File: src/rtl/kamus_pkg.sv
// Shared types for the kamus-v write-back stage: write-back source select, PC source select, MEM/WB payload.
// No logic here; widths are fixed by the encodings below.
package kamus_pkg;

    localparam int KAMUS_CNT_W = 64;

    typedef enum logic [1:0] {
        WB_ALU  = 2'b00,
        WB_MEM  = 2'b01,
        WB_PC4  = 2'b10,
        WB_RSVD = 2'b11
    } wb_sel_e;

    typedef enum logic [1:0] {
        IA_SEL_PC4    = 2'b00,
        IA_SEL_BRANCH = 2'b01,
        IA_SEL_JALR   = 2'b10,
        IA_SEL_TRAP   = 2'b11
    } instr_addr_sel_state_e;

    typedef struct packed {
        logic [31:0]           ex_rslt;
        logic [31:0]           l1d_rd_data;
        wb_sel_e               wb_sel;
        logic [4:0]            rd_addr;
        logic                  regfile_wr_en;
        logic [31:0]           next_pc;
        logic                  is_branch_taken;
        instr_addr_sel_state_e instr_addr_sel;
    } memwb_t;

endpackage

File: src/rtl/kamus_memwb_reg.sv
// MEM/WB pipeline register: one-cycle capture of a W-bit payload plus valid bit.
// stall holds the entry; flush clears valid and wins over stall; reset wins over both.
module kamus_memwb_reg #(
    parameter int W = 32
) (
    input  logic         clk,
    input  logic         rst,
    input  logic         stall,
    input  logic         flush,
    input  logic         valid_in,
    input  logic [W-1:0] data_in,
    output logic         valid_out,
    output logic [W-1:0] data_out
);

    always_ff @(posedge clk) begin
        if (rst) begin
            valid_out <= 1'b0;
            data_out  <= '0;
        end else if (flush) begin
            // Payload is don't-care once invalid; keep it held under stall so outputs stay quiet.
            valid_out <= 1'b0;
            if (!stall) begin
                data_out <= data_in;
            end
        end else if (!stall) begin
            valid_out <= valid_in;
            data_out  <= data_in;
        end
    end

endmodule

File: src/rtl/kamus_wb.sv
// Write-back stage: MEM/WB register, write-back mux, redirect, retired counter; outputs 1 cycle after capture.
// stall_i holds all outputs (rf write repeats harmlessly); KAMUS_WB_FWD_EN adds a one-cycle last-write buffer.
module kamus_wb
    import kamus_pkg::*;
#(
    parameter int CNT_W = KAMUS_CNT_W
) (
    input  logic                  clk_i,
    input  logic                  rst_i,
    input  logic                  stall_i,
    input  logic                  flush_i,
    input  logic                  valid_i,
    input  logic [31:0]           ex_rslt_i,
    input  logic [31:0]           l1d_rd_data_i,
    input  logic [1:0]            wb_mux_sel_i,
    input  logic [4:0]            rd_addr_i,
    input  logic                  regfile_wr_en_i,
    input  logic [31:0]           next_pc_i,
    input  logic                  is_branch_taken_i,
    input  instr_addr_sel_state_e instr_addr_sel_i,
    output logic                  rf_wr_en_o,
    output logic [4:0]            rf_wr_addr_o,
    output logic [31:0]           rf_wr_data_o,
    output logic                  pc_redirect_o,
    output logic [31:0]           redirect_pc_o,
    output instr_addr_sel_state_e instr_addr_sel_o,
    output logic                  wb_valid_o,
    output logic [CNT_W-1:0]      retired_cnt_o
`ifdef KAMUS_WB_FWD_EN
    ,
    output logic                  fwd_valid_o,
    output logic [4:0]            fwd_rd_addr_o,
    output logic [31:0]           fwd_data_o
`endif
);

    memwb_t memwb_d;
    memwb_t memwb_q;
    logic   entry_vld;

    always_comb begin
        memwb_d                 = '0;
        memwb_d.ex_rslt         = ex_rslt_i;
        memwb_d.l1d_rd_data     = l1d_rd_data_i;
        memwb_d.wb_sel          = wb_sel_e'(wb_mux_sel_i);
        memwb_d.rd_addr         = rd_addr_i;
        memwb_d.regfile_wr_en   = regfile_wr_en_i;
        memwb_d.next_pc         = next_pc_i;
        memwb_d.is_branch_taken = is_branch_taken_i;
        memwb_d.instr_addr_sel  = instr_addr_sel_i;
    end

    kamus_memwb_reg #(
        .W ($bits(memwb_t))
    ) u_memwb_reg (
        .clk       (clk_i),
        .rst       (rst_i),
        .stall     (stall_i),
        .flush     (flush_i),
        .valid_in  (valid_i),
        .data_in   (memwb_d),
        .valid_out (entry_vld),
        .data_out  (memwb_q)
    );

    always_comb begin
        rf_wr_data_o = 32'h0;
        unique case (memwb_q.wb_sel)
            WB_ALU:  rf_wr_data_o = memwb_q.ex_rslt;
            WB_MEM:  rf_wr_data_o = memwb_q.l1d_rd_data;
            WB_PC4:  rf_wr_data_o = memwb_q.next_pc;
            default: rf_wr_data_o = 32'h0;
        endcase
    end

    // x0 is hardwired; never strobe a write to it.
    assign rf_wr_en_o       = entry_vld & memwb_q.regfile_wr_en & (memwb_q.rd_addr != 5'd0);
    assign rf_wr_addr_o     = memwb_q.rd_addr;
    assign pc_redirect_o    = entry_vld & memwb_q.is_branch_taken;
    assign redirect_pc_o    = memwb_q.next_pc;
    assign instr_addr_sel_o = memwb_q.instr_addr_sel;
    assign wb_valid_o       = entry_vld;

    // An entry retires on the edge it leaves the stage, so a held (stalled) entry counts once.
    always_ff @(posedge clk_i) begin
        if (rst_i) begin
            retired_cnt_o <= '0;
        end else if (entry_vld && !stall_i) begin
            retired_cnt_o <= retired_cnt_o + CNT_W'(1);
        end
    end

`ifdef KAMUS_WB_FWD_EN
    always_ff @(posedge clk_i) begin
        if (rst_i || flush_i) begin
            fwd_valid_o   <= 1'b0;
            fwd_rd_addr_o <= 5'd0;
            fwd_data_o    <= 32'h0;
        end else if (!stall_i) begin
            fwd_valid_o <= rf_wr_en_o;
            if (rf_wr_en_o) begin
                fwd_rd_addr_o <= rf_wr_addr_o;
                fwd_data_o    <= rf_wr_data_o;
            end
        end else begin
            // Register file keeps rewriting during a stall; only the first cycle needs the bypass.
            fwd_valid_o <= 1'b0;
        end
    end
`endif

endmodule

File: config.mk
export PLATFORM = sky130hd
export DESIGN_NAME = kamus_wb
export DESIGN_NICKNAME = d
export VERILOG_FILES = /design/src/rtl/kamus_pkg.sv /design/src/rtl/kamus_memwb_reg.sv /design/src/rtl/kamus_wb.sv
export SDC_FILE = /design/constraint.sdc
export NUM_CORES = 1
export LEC_CHECK = 0
export CAP_MARGIN = 5
export CORE_MARGIN = 10
export CORE_UTILIZATION = 30
export DETAILED_ROUTE_END_ITERATION = 8
export GPL_ROUTABILITY_DRIVEN = 0
export HOLD_SLACK_MARGIN = 0.15
export SYNTH_ARGS = -nofsm -noshare
export SYNTH_HDL_FRONTEND = slang
export SYNTH_SLANG_ARGS = --single-unit
File: constraint.sdc
create_clock -name clk_i -period 2.5 [get_ports clk_i]
set_input_delay 0.25 -clock clk_i [delete_from_list [all_inputs] [get_ports clk_i]]
set_output_delay 0.25 -clock clk_i [all_outputs]
set_load 0.02 [all_outputs]
==> flow_summary.yaml, run 1 <==
timing:
  final.setup_skew_ns: 0.0154
  final_max_slew_viol_count: 0
  hold_viol_final: 0
  fin_crit_ns: 2.36
  fin_crit_sh_pct: 94.3
  holdWs_ns: 0.370
  worst_slew_pin_slew_ns: 0.938
  setup_tns_ns: 0
  setup_viol: 0
  max_clock_freq_mhz: 424
  rsz0062_at_grt: "no"
  worst_slew_margin_rel_pct: 37.4
synth:
  yosys-top-cells-count: "dfxtp_1 (172), nor2_1 (147), mux2i_1 (141)"
  yosysMostFrequentCell: "dfxtp_1"
  synthCells: 861
  synthMuxAreaShare_pct: 18.2
  synth_edf_count: 0
  synth_flop_cell: "dfxtp_1"
  synth_top_area_cell: "dfxtp_1"
  synth-seq-area-share_pct: 44.4
  synth_xor_area_share_pct: 3.28
  syn-mean-instance-area_sq_um: 9.00
  synthesis.area_sq_um: 7750
  synth-seq-cells: 172
  synth_nets: 974
  yosysWarnings: 0
  synth_top_family_by_area: "simple AND/OR/NAND/NOR gates"
  ys_async_sr_fraction_pct: 0
  synth_compound_area_share_pct: 7.14
  synth_top_area_share_pct: 44.4
  synthAdderAreaFrac_pct: 0.161
  synth-simple-area-share_pct: 20.0
  yosys-top-cells-area: "dfxtp_1 (44%), mux2i_1 (18%), nor2_1 (7.1%)"
  yosysUniqueCellTypes: 37
setup_path:
  critPathLaunchType: "flop"
  path_class: "flop to primary output"
  path_max_fanout: 31
  worst_setup_path_end_kind: "primary output"
  cp.arrival_ns: 2.11
  cp_cell_sequence: "nor2b_2 -> buf_12 -> nand2_1 -> o21ai_0 -> clkdlybuf4s50_1"
  worst_path_max_delay_cell: "clkdlybuf4s50_1"
  slowest_delay_ns: 0.65
  cp.required_ns: 2.25
detailed_routing:
  via_per_inst: 4.79
  drc_errors: 0
  wl_per_cell_um: 17.4
  drt_pass1_iterations: 4
  via_count: 6739
  drt-initial-drc-count: 341
  totalWireLength_um: 24500
  drtAntennaViolNets: 0
floorplan:
  die-area_sq_um: 32700
  rows: 58
  die_y_um: 181
  initial_core_util_pct: 30.6
  die_x_um: 181
  core_sq_um: 25300
  pin_count: 250
finish:
  stdcell_count: 1407
  layout-drive-gt1-share_pct: 5.95
  nNetsFinal: 1176
  final_util_pct: 43.5
  syn_to_final_growth_pct: 42.2
place:
  portBuffers: 249
  dp_cells: 1373
  hpwl_um: 17500
clock_network:
  cts-htree-levels: 4
  root_buffer: "clkbuf_16"
  cts_sinks: 172
  insertion_delay_ns: 0.43
  path_clk_slew_ns: 0.08
  cts_tree: "built"
  postCtsHoldBufs: 0
  cts_buffers: 17
  clockBufferDepth: 2
  postCtsSetupBuffers: 0
run_status:
  outcome: "completed"
power:
  p_total_w: 0.00632
  cellPowerDensity_nw_per_um2: 573
  peakVddDrop_uv: 355
  leakage_nw: 4.30
worst_hold_path:
  hp-class: "primary input to flop"
grt:
  grt_max_degree: 110
  antenna_found_initial: 1
  grtUsageTotal_pct: 14.3
  gr-total-overflow: 0
  grt_pass1_wl_um: 37800
  grt_pass1_vias: 6701
job:
  maxCapViolations: 0
## per-layer routing
layer / vias to the layer above / global-route usage [%] / share of wire (%)
li1: 3374 / - / -
met1: 3159 / 16.6 / 43
met2: 195 / 22.3 / 44
met3: 11 / 8.37 / 12
met4: 0 / 2.92 / 0.69
met5: - / 0 / 0
## flip-flops by register name (all words and copies together) (netlist names)
| signal | flops |
|---|---|
| u_memwb_reg.valid_out | 1 |
| u_memwb_reg.data_out | 107 |
| retired_cnt_o | 64 |
## repair_timing
| item | CTS | global route |
|---|---|---|
| pin swaps | 0 | 0 |
| gates cloned | 0 | 1 |
| resized for setup | 1 | 12 |
| endpoints found under the setup margin | 1 | 21 |
## critical path: cells and delay by family (launching register included)
family                 cells  cell delay, ns
DFF                        1            0.41
AOI/OAI and AO/OA          1            0.10
buffers and inverters      2            0.87
and+or+nand+nor            2            0.30
## power breakdown
| group | leakage (nW) | internal, W | switching, W |
|---|---|---|---|
| Combinational | 2.62 | 0.000445 | 0.000386 |
| Sequential | 1.41 | 0.00284 | 0.0000697 |
| Clock | 0.272 | 0.00134 | 0.00123 |
## path summary, 6_finish.rpt
path / slack, ns / cells after the start / endpoint / start
min reg2reg: 0.49 / 2 / u_memwb_reg.data_out[79]$_SDFFE_PP0N_ / u_memwb_reg.data_out[79]$_SDFFE_PP0N_
max: 0.14 / 5 / rf_wr_data_o[1] / u_memwb_reg.data_out[42]$_SDFFE_PP0N_
max reg2reg: 0.31 / 5 / retired_cnt_o[59]$_SDFFE_PP0P_ / u_memwb_reg.valid_out$_SDFFE_PP0N_
min: 0.37 / 2 / retired_cnt_o[10]$_SDFFE_PP0P_ / rst_i
## per-stage QoR
step	instance area (sq um)	setup slack, ns
after CTS	11000	0.00576
after detailed placement	10400	0.323
after global placement	10400	0.353
final	11000	0.143
after global routing	11000	0.00704
after floorplan	7750	0.410
## placed cells by master, fill, tap and decap left out, types with 2 or more instances in the layout
master,instances
clkdlybuf4s50_1,235
dfxtp_1,171
nor2_1,147
mux2i_1,141
nand2_1,52
o21ai_0,50
a21oi_1,34
nand4_1,26
nand3_1,24
xor2_1,21
or3_1,18
clkbuf_16,18
buf_4,18
o31ai_1,14
or4_1,14
dlymetal6s2s_1,11
and4_1,10
inv_1,9
and3_1,8
xnor2_1,8
buf_12,5
and2_1,4
inv_6,4
nand3b_1,3
clkinvlp_4,3
inv_8,3
nand4_2,2
nor3_1,2
clkinv_4,2
## cell type report
type | count | area, sq um
diodes | 1 | 2.50
clock buffers | 18 | 439
clock inverters | 14 | 130
fillers | 2509 | 14300
inverters | 9 | 33.8
multi-input cells | 591 | 3780
flip-flops and latches | 172 | 3450
well taps | 330 | 413
repair buffers | 272 | 2770
## cells by family (layout without fill, tap and decap cells)
family / Yosys count / after routing
xor+xnor: 29 / 29
compound gates: 101 / 101
buf+inv: 98 / 313
flops: 172 / 172
fa+ha+maj: 1 / 1
other cells: 0 / 1
simple gates: 319 / 319
mux: 141 / 141
Power figures use the tool's default switching activity.
==> run 2, diff against run 1 <==
--- a/config.mk
+++ b/config.mk
@@ -11,6 +11,7 @@
 export DETAILED_ROUTE_END_ITERATION = 8
 export GPL_ROUTABILITY_DRIVEN = 0
 export HOLD_SLACK_MARGIN = 0.15
+export SLEW_MARGIN = 20
 export SYNTH_ARGS = -nofsm -noshare
 export SYNTH_HDL_FRONTEND = slang
 export SYNTH_SLANG_ARGS = --single-unit
==> results of run 2 <==
Final layout, timing and power as in run 1 (identical DEF).
==> run 3, diff against run 2 <==
--- a/config.mk
+++ b/config.mk
@@ -11,6 +11,7 @@
 export DETAILED_ROUTE_END_ITERATION = 8
 export GPL_ROUTABILITY_DRIVEN = 0
 export HOLD_SLACK_MARGIN = 0.15
+export PLACE_DENSITY_LB_ADDON = 0.2
 export SLEW_MARGIN = 20
 export SYNTH_ARGS = -nofsm -noshare
 export SYNTH_HDL_FRONTEND = slang
==> flow_summary.yaml, run 3 (synthesis gave the netlist of run 1 again) <==
power:
  power_frac_seq_pct: 45.4
  peakVddDrop_uv: 373
  p_comb_share_pct: 12.9
  p_int_w: 0.00474
  p_sw_w: 0.00166
  leakage_nw: 4.15
  p_clk_share_pct: 41.6
  cellPowerDensity_nw_per_um2: 583
  switching_share_pct: 25.9
grt:
  antenna_found_initial: 0
  grt_max_degree: 110
  gr-total-overflow: 0
  grt_pass1_wl_um: 37800
  grt_pass1_vias: 6652
  grtUsageTotal_pct: 14.2
finish:
  n_fill_cell: 2524
  seq_area_sq_um: 3440
  final_common_cell: "clkdlybuf4s50_1"
  nNetsFinal: 1174
  final_cell_mix: "clkdlybuf4s50_1 (245), dfxtp_1 (171), nor2_1 (147)"
  largest_reg_flops: 107
  reg.largest.list: "u_memwb_reg.data_out (107), retired_cnt_o (64), u_memwb_reg.valid_out (1)"
  stdcell_count: 1404
  layout-drive-gt1-share_pct: 5.77
  syn_to_final_growth_pct: 41.7
  multi_input_area_sq_um: 3790
  regMostFlops: "u_memwb_reg.data_out"
  n_antenna_cell: 0
detailed_routing:
  drtAntennaViolNets: 0
  via_count: 6630
  drc_errors: 0
  wl_per_cell_um: 17.1
  via_per_inst: 4.72
  totalWireLength_um: 24000
  drt-initial-drc-count: 382
  drt_pass1_iterations: 5
timing:
  final_max_slew_viol_count: 0
  fin_ws_ns: 0.149
  max_clock_freq_mhz: 425
  worst_slew_pin_slew_ns: 0.929
  setup_tns_ns: 0
  fin_crit_sh_pct: 94.0
  setup_viol: 0
  fin_crit_ns: 2.35
  rsz0062_at_grt: "no"
  hold_viol_final: 0
  final.setup_skew_ns: 0.0157
  worst_slew_margin_rel_pct: 38.1
setup_path:
  worst_setup_path_end_kind: "primary output"
  cp.arrival_ns: 2.10
  path_max_fanout: 12
  path_class: "flop to primary output"
  cp.required_ns: 2.25
  critPathLaunchType: "flop"
floorplan:
  initial_core_util_pct: 30.6
  die_x_um: 181
  die_y_um: 181
  die-area_sq_um: 32700
  core_sq_um: 25300
  pin_count: 250
  rows: 58
job:
  maxCapViolations: 0
run_status:
  outcome: "completed"
clock_network:
  root_buffer: "clkbuf_16"
  path_clk_slew_ns: 0.07
  postCtsHoldBufs: 0
  clockBufferDepth: 2
  cts_tree: "built"
  cts-htree-levels: 4
  cts_sinks: 172
  insertion_delay_ns: 0.43
  cts_buffers: 17
worst_hold_path:
  hp-class: "primary input to flop"
place:
  portBuffers: 249
  hpwl_um: 17400
  post-place-ws_ns: 0.259
  dp_cells: 1371
-- run 3: changes by cell type in the layout (fill, tap and decap cells not counted), sizes merged --
cell / delta
clkbuf: +1
buf: -1
diode: -1
dlygate4sd2: -1
dlymetal6s2s: -9
bufinv: +1
clkdlybuf4s50: +10
clkinv: -1
inv: -2
-- run 3: final timing paths --
kind	startpoint	to	slack (ns)	cells after the start
min reg2reg	u_memwb_reg.data_out[75]$_SDFFE_PP0N_	u_memwb_reg.data_out[75]$_SDFFE_PP0N_	0.49	2
min	rst_i	u_memwb_reg.data_out[5]$_SDFFE_PP0N_	0.21	2
max reg2reg	retired_cnt_o[12]$_SDFFE_PP0P_	retired_cnt_o[59]$_SDFFE_PP0P_	0.25	5
max	u_memwb_reg.data_out[42]$_SDFFE_PP0N_	rf_wr_data_o[2]	0.15	4
-- run 3: per-stage QoR --
stage	hold WS, ns	util (%)	cell area, sq um	total power [W]
after floorplan	0.329	-	7750	0.00341
after global placement	0.473	40.9	10400	0.00380
after detailed placement	0.483	40.9	10400	0.00380
after CTS	0.230	43.3	11000	0.00650
after global routing	0.228	43.4	11000	0.00671
final	0.213	43.4	11000	0.00640
-- run 3: repair_timing --
action                                  4_1_cts  5_1_grt
cloned                                        0        0
resized for setup                             1        3
setup buffers                                 0        1
endpoints found under the hold margin         0        0
endpoints found under the setup margin        2       18
-- run 3: power by group through the flow --
stage	Clock (W)	Combinational, W	Sequential, W
3_3_place_gp	0	0.000831	0.00297
5_1_grt	0.00289	0.000898	0.00292
4_1_cts	0.00276	0.000839	0.00291
6_report	0.00267	0.000829	0.00291
2_1_floorplan	0	0.000455	0.00295
3_5_place_dp	0	0.000835	0.00297
-- run 3: final cells by class --
type                       instances  area share, %
timing repair buffer             270           24.7
sequential                       172           31.4
tap                              330           3.76
multi-input combinational        591           34.5
clock buffer                      20           4.16
inverter                           9          0.308
clock inverter                    12           1.18
-- run 3: per-layer routing --
layer | track usage (%) | part of all wire (%)
met1 | 17.1 | 44
met2 | 22.0 | 44
met3 | 7.71 | 10
met4 | 2.85 | 0.67
met5 | 0 | 0
-- run 3: critical path: stages, from the launching register on --
cell,delay (ns)
dfxtp_2,0.37
buf_4,0.27
mux2i_2,0.33
o21ai_0,0.11
clkdlybuf4s50_1,0.59
